File: src/rtl/serial_det_sequencer.sv
// Purpose : frame controller; takes a parallel word, shifts it MSB-first into a
//           serial detector, counts detector hits over an aligned window, reports the count.
// Latency : accept edge to out_valid = WIDTH+DET_LAT cycles (+1 with DET_FLUSH_EN).
// Backpressure: in_ready only in IDLE; result held in DONE until out_ready.
//
// Optional feature macro: DET_FLUSH_EN
//   defined   -> one FLUSH cycle with det_clr=1 before every frame
//   undefined -> no FLUSH state, det_clr tied low, detector state spans frames
//
// Ports:
//   clk, rst            single rising-edge clock, async active-low reset
//   in_valid/in_ready   host frame handshake, in_data = frame word (MSB first)
//   ser_j, ser_en       serial bit to detector and its qualifier
//   det_w               detector hit output
//   det_clr             one-cycle detector clear (DET_FLUSH_EN only)
//   out_valid/out_ready result handshake, out_count = hits in frame (saturating)

module serial_det_sequencer #(
    parameter int WIDTH   = 8,
    parameter int CNT_W   = 4,
    parameter int DET_LAT = 1
) (
    input  logic             clk,
    input  logic             rst,
    input  logic             in_valid,
    output logic             in_ready,
    input  logic [WIDTH-1:0] in_data,
    output logic             ser_j,
    output logic             ser_en,
    input  logic             det_w,
    output logic             det_clr,
    output logic             out_valid,
    input  logic             out_ready,
    output logic [CNT_W-1:0] out_count
);

    // r_cyc counts cycles from SHIFT cycle 0 through the last DRAIN cycle.
    localparam int CYC_W = $clog2(WIDTH + DET_LAT + 1);
    localparam logic [CYC_W-1:0] SHIFT_LAST = CYC_W'(WIDTH - 1);
    localparam logic [CYC_W-1:0] DRAIN_LAST = CYC_W'(WIDTH + DET_LAT - 1);
    localparam logic [CYC_W-1:0] WIN_FIRST  = CYC_W'(DET_LAT);
    localparam logic [CNT_W-1:0] CNT_MAX    = '1;

    typedef enum logic [2:0] {
        S_IDLE  = 3'd0,
`ifdef DET_FLUSH_EN
        S_FLUSH = 3'd1,
`endif
        S_SHIFT = 3'd2,
        S_DRAIN = 3'd3,
        S_DONE  = 3'd4
    } state_t;

    state_t             r_state;
    state_t             w_next_state;
    logic [WIDTH-1:0]   r_shift;
    logic [CYC_W-1:0]   r_cyc;
    logic [CNT_W-1:0]   r_count;
    logic               w_accept;
    logic               w_sample;

    // ------------------------------------------------------------------
    // State register
    // ------------------------------------------------------------------
    always_ff @(posedge clk or negedge rst) begin
        if (!rst) begin
            r_state <= S_IDLE;
        end else begin
            r_state <= w_next_state;
        end
    end

    // ------------------------------------------------------------------
    // Next state and state-decoded outputs. Outputs are pure decodes of
    // r_state so an asynchronous reset drives them to idle values at once.
    // ------------------------------------------------------------------
    always_comb begin
        w_next_state = r_state;
        in_ready     = 1'b0;
        ser_en       = 1'b0;
        ser_j        = 1'b0;
        det_clr      = 1'b0;
        out_valid    = 1'b0;
        w_accept     = 1'b0;
        w_sample     = 1'b0;

        case (r_state)
            S_IDLE: begin
                in_ready = 1'b1;
                if (in_valid) begin
                    w_accept = 1'b1;
`ifdef DET_FLUSH_EN
                    w_next_state = S_FLUSH;
`else
                    w_next_state = S_SHIFT;
`endif
                end
            end

`ifdef DET_FLUSH_EN
            S_FLUSH: begin
                det_clr      = 1'b1;
                w_next_state = S_SHIFT;
            end
`endif

            S_SHIFT: begin
                ser_en = 1'b1;
                ser_j  = r_shift[WIDTH-1];
                // Early SHIFT cycles see the detector's response to the
                // previous frame / flush, not to this frame's bits.
                w_sample = (r_cyc >= WIN_FIRST);
                if (r_cyc == SHIFT_LAST) begin
                    w_next_state = (DET_LAT == 0) ? S_DONE : S_DRAIN;
                end
            end

            S_DRAIN: begin
                // Every DRAIN cycle lies inside the window: it carries the
                // delayed responses to the last DET_LAT frame bits.
                w_sample = 1'b1;
                if (r_cyc == DRAIN_LAST) begin
                    w_next_state = S_DONE;
                end
            end

            S_DONE: begin
                out_valid = 1'b1;
                if (out_ready) begin
                    w_next_state = S_IDLE;
                end
            end

            default: begin
                w_next_state = S_IDLE;
            end
        endcase
    end

    // ------------------------------------------------------------------
    // Datapath: shift register, window cycle counter, saturating hit count
    // ------------------------------------------------------------------
    always_ff @(posedge clk or negedge rst) begin
        if (!rst) begin
            r_shift <= '0;
            r_cyc   <= '0;
            r_count <= '0;
        end else begin
            if (w_accept) begin
                r_shift <= in_data;
                r_cyc   <= '0;
                r_count <= '0;
            end else begin
                if (r_state == S_SHIFT) begin
                    r_shift <= {r_shift[WIDTH-2:0], 1'b0};
                end
                if ((r_state == S_SHIFT) || (r_state == S_DRAIN)) begin
                    r_cyc <= r_cyc + 1'b1;
                end
                if (w_sample && det_w && (r_count != CNT_MAX)) begin
                    r_count <= r_count + 1'b1;
                end
            end
        end
    end

    // Count is held after the result handshake until the next accept.
    assign out_count = r_count;

endmodule

File: config.mk
export PLATFORM = sky130hd
export DESIGN_NAME = serial_det_sequencer
export DESIGN_NICKNAME = d
export VERILOG_FILES = /design/src/rtl/serial_det_sequencer.sv
export SDC_FILE = /design/constraint.sdc
export NUM_CORES = 1
export LEC_CHECK = 0
export BUFFER_PORTS_ARGS = -buffer_cell sky130_fd_sc_hd__buf_4
export CAP_MARGIN = 20
export CORE_MARGIN = 2
export CORE_UTILIZATION = 46
export CTS_BUF_LIST = sky130_fd_sc_hd__clkbuf_4
export DETAILED_ROUTE_END_ITERATION = 10
export PLACE_DENSITY = 0.69
export SLEW_MARGIN = 20
export SYNTH_ARGS = -nofsm -noshare
export SYNTH_HDL_FRONTEND = slang
export SYNTH_SLANG_ARGS = --single-unit
File: constraint.sdc
create_clock -name clk -period 3.96 [get_ports clk]
set_input_delay 0.792 -clock clk [delete_from_list [all_inputs] [get_ports clk]]
set_output_delay 0.792 -clock clk [all_outputs]
set_load 0.005 [all_outputs]
==> impl_metrics.ini <==
[worst_setup_path]
r2r-end = out_count[3]
startpoint_type = flip-flop
worstPathArrival_ps = 1700
crit_start = r_state[0]
path_class = flip-flop to primary output
worst_r2r_path_depth = 4
crit_path_end_kind = primary output
r2r_setup_slack_ps = 2060
worstPathRequired_ps = 3170
critical_path.max_fanout = 10
rr_startpoint = r_state[1]

[finish]
num_antenna_cells = 0
nets = 140
drive_gt1_frac = 0.254
stdcell_count = 149
area_growth_pct = 19.9

[synthesis]
yosysWarnings = 0
netlist_area_um2 = 991
ys_seq_area_frac = 0.480
synth-seq-cells = 19
synth.top_cell.area_share = 0.480
synth_top_area_cell = dfrtp_1
synth.area.top_cells = dfrtp_1 48%, nand2_1 8.0%, a22oi_1 5.3%, ha_1 5.1%, a21oi_1 2.5%
syn_inst = 101
avgSynthCellArea_um2 = 9.81
synth_nets = 118
ys_types = 34

[placement]
dp.cells = 145
dpl.hpwl_um = 1340
gp_congestion = 0.777
port_buffers = 20

[global_route]
grt_max_degree = 20
first_global_vias = 687
track_usage = 0.161
grt_pass1_wl_um = 3050
grt.overflow.total = 0
antenna_found_initial = 0

[clock_tree]
cts_hold_buffers = 0
clkLatencyLatePin_ps = 290
cts.root.buffer_cell = clkbuf_4
clk_pin_slew_worst_paths_ps = 110
ctsResizeCount = 0
cts_num_sinks = 19
post_cts_buffers = 0
htree_levels = 1
cts_tree = yes
cts_buffer_depth = 2
cts_made_buffers = 3

[die]
row_count = 16
die_w_um = 50.4
num_io_pins = 22
die_h_um = 50.4
start_util = 0.495
die-area_um2 = 2540
fp.coreArea_um2 = 2000

[timing]
hold_violations = 0
worst_pin_slew_ps = 644
maxSlewHeadroom = 0.570
timing.fmax_mhz = 401
setup_viol = 0
skew_ps = 11.9
period_share = 0.630
drv_slew = 0
rsz0062_at_grt = no
setup_tns_ps = 0
finalCriticalPeriod_ps = 2490
timing.hold.ws_ps = 348

[power]
vdd_drop_max_mv = 0.368
p_leak_nw = 0.584
power_density_nw_per_um2 = 678

[detailed_routing]
routed_wl_um = 1910
ant_nets = 0
viasPerCell = 5.26
drt_iter0_markers = 16
vias = 784
post_drt_wl_per_cell_um = 12.8
firstDrtPassIters = 4
drc = 0

[status]
status = completed

[flow_run]
drv_cap = 0

[worst_hold_path]
hp-class = input port to async pin
## sequential cells by signal (all words and copies together) (netlist names)
name	count
out_count	4
r_shift	8
r_state	3
r_cyc	4
## placed cells by master, fill, tap and decap left out, types with 2 or more instances in the layout
master / n
a21oi_1: 5
a22oi_1: 7
and2_1: 2
buf_4: 21
clkbuf_4: 4
dfrtp_1: 19
ha_1: 4
inv_1: 3
nand2_1: 21
nand3_1: 4
nor2_1: 4
nor2b_1: 2
o21ai_0: 5
xor2_1: 2
## report_power, final
part | internal [mW] | switching (mW) | leakage (nW)
clock | 0.0459 | 0.0565 | 0.0184
combinational | 0.168 | 0.180 | 0.323
sequential | 0.272 | 0.0828 | 0.242
total | 0.487 | 0.319 | 0.584
## per-stage QoR
step	util	worst slack (ps)	instance area (um2)	total power, mW
floorplan	-	2030	991	0.591
global placement	0.579	1850	1160	0.689
detailed placement	0.579	1800	1160	0.707
CTS	0.594	1460	1190	0.812
global route	0.594	1320	1190	0.873
finish	0.594	1470	1190	0.806
## cells by family after synthesis
group,count (synthesis),share of synthesized area
and+or+nand+nor,46,0.265
other,1,0.00378
xor gates and xnor gates,3,0.0265
muxes,1,0.0101
buffers and inverters,7,0.0353
adders and majority gates,4,0.0505
AOI/OAI and AO/OA,20,0.129
DFF,19,0.480
## critical path, stage by stage (launching register included)
cell and delay, ps:
dfrtp_1 510, nor3b_2 580, and2_1 210, buf_4 100
## layout make-up
type	instances	area (um2)
clock buffer	4	30.0
timing repair buffer	21	158
tap	27	33.8
multi-input combinational	75	480
fill	190	813
sequential	19	475
inverter	3	11.3
## worst max path at each step
stage / end
floorplan: ser_j
global placement: ser_j
detailed placement: ser_j
CTS: ser_j
global route: ser_j
finish: ser_j
## cell usage after synthesis (all sizes together)
cell type and instances:
nor3 1, nand3 5, o21ai 5, nor4b 1, nand2b 1, nor2 4
nor3b 2, xor2 2, a21o 1, o31ai 1, xnor2 1, nand4 1
nor2b 2, and2 2, o2bb2ai 1, and3 1, a22oi 7, clkbuf 1
or2b 1, nand2 21, or4 1, or3 1, ha 4, inv 3
nand4b 1, conb 1, mux2i 1, a21oi 5, buf 3, nor4 1
dfrtp 19
## routing by layer
layer,vias to the layer above,GRT usage,routed length (um),share of wire
met3,2,0.0357,105,0.055
met1,369,0.225,929,0.49
li1,391,-,-,-
met2,22,0.246,860,0.45
met4,0,0.0541,12,0.0063
met5,-,0,0,0
Note: power is estimated with default switching activity, not from simulation.
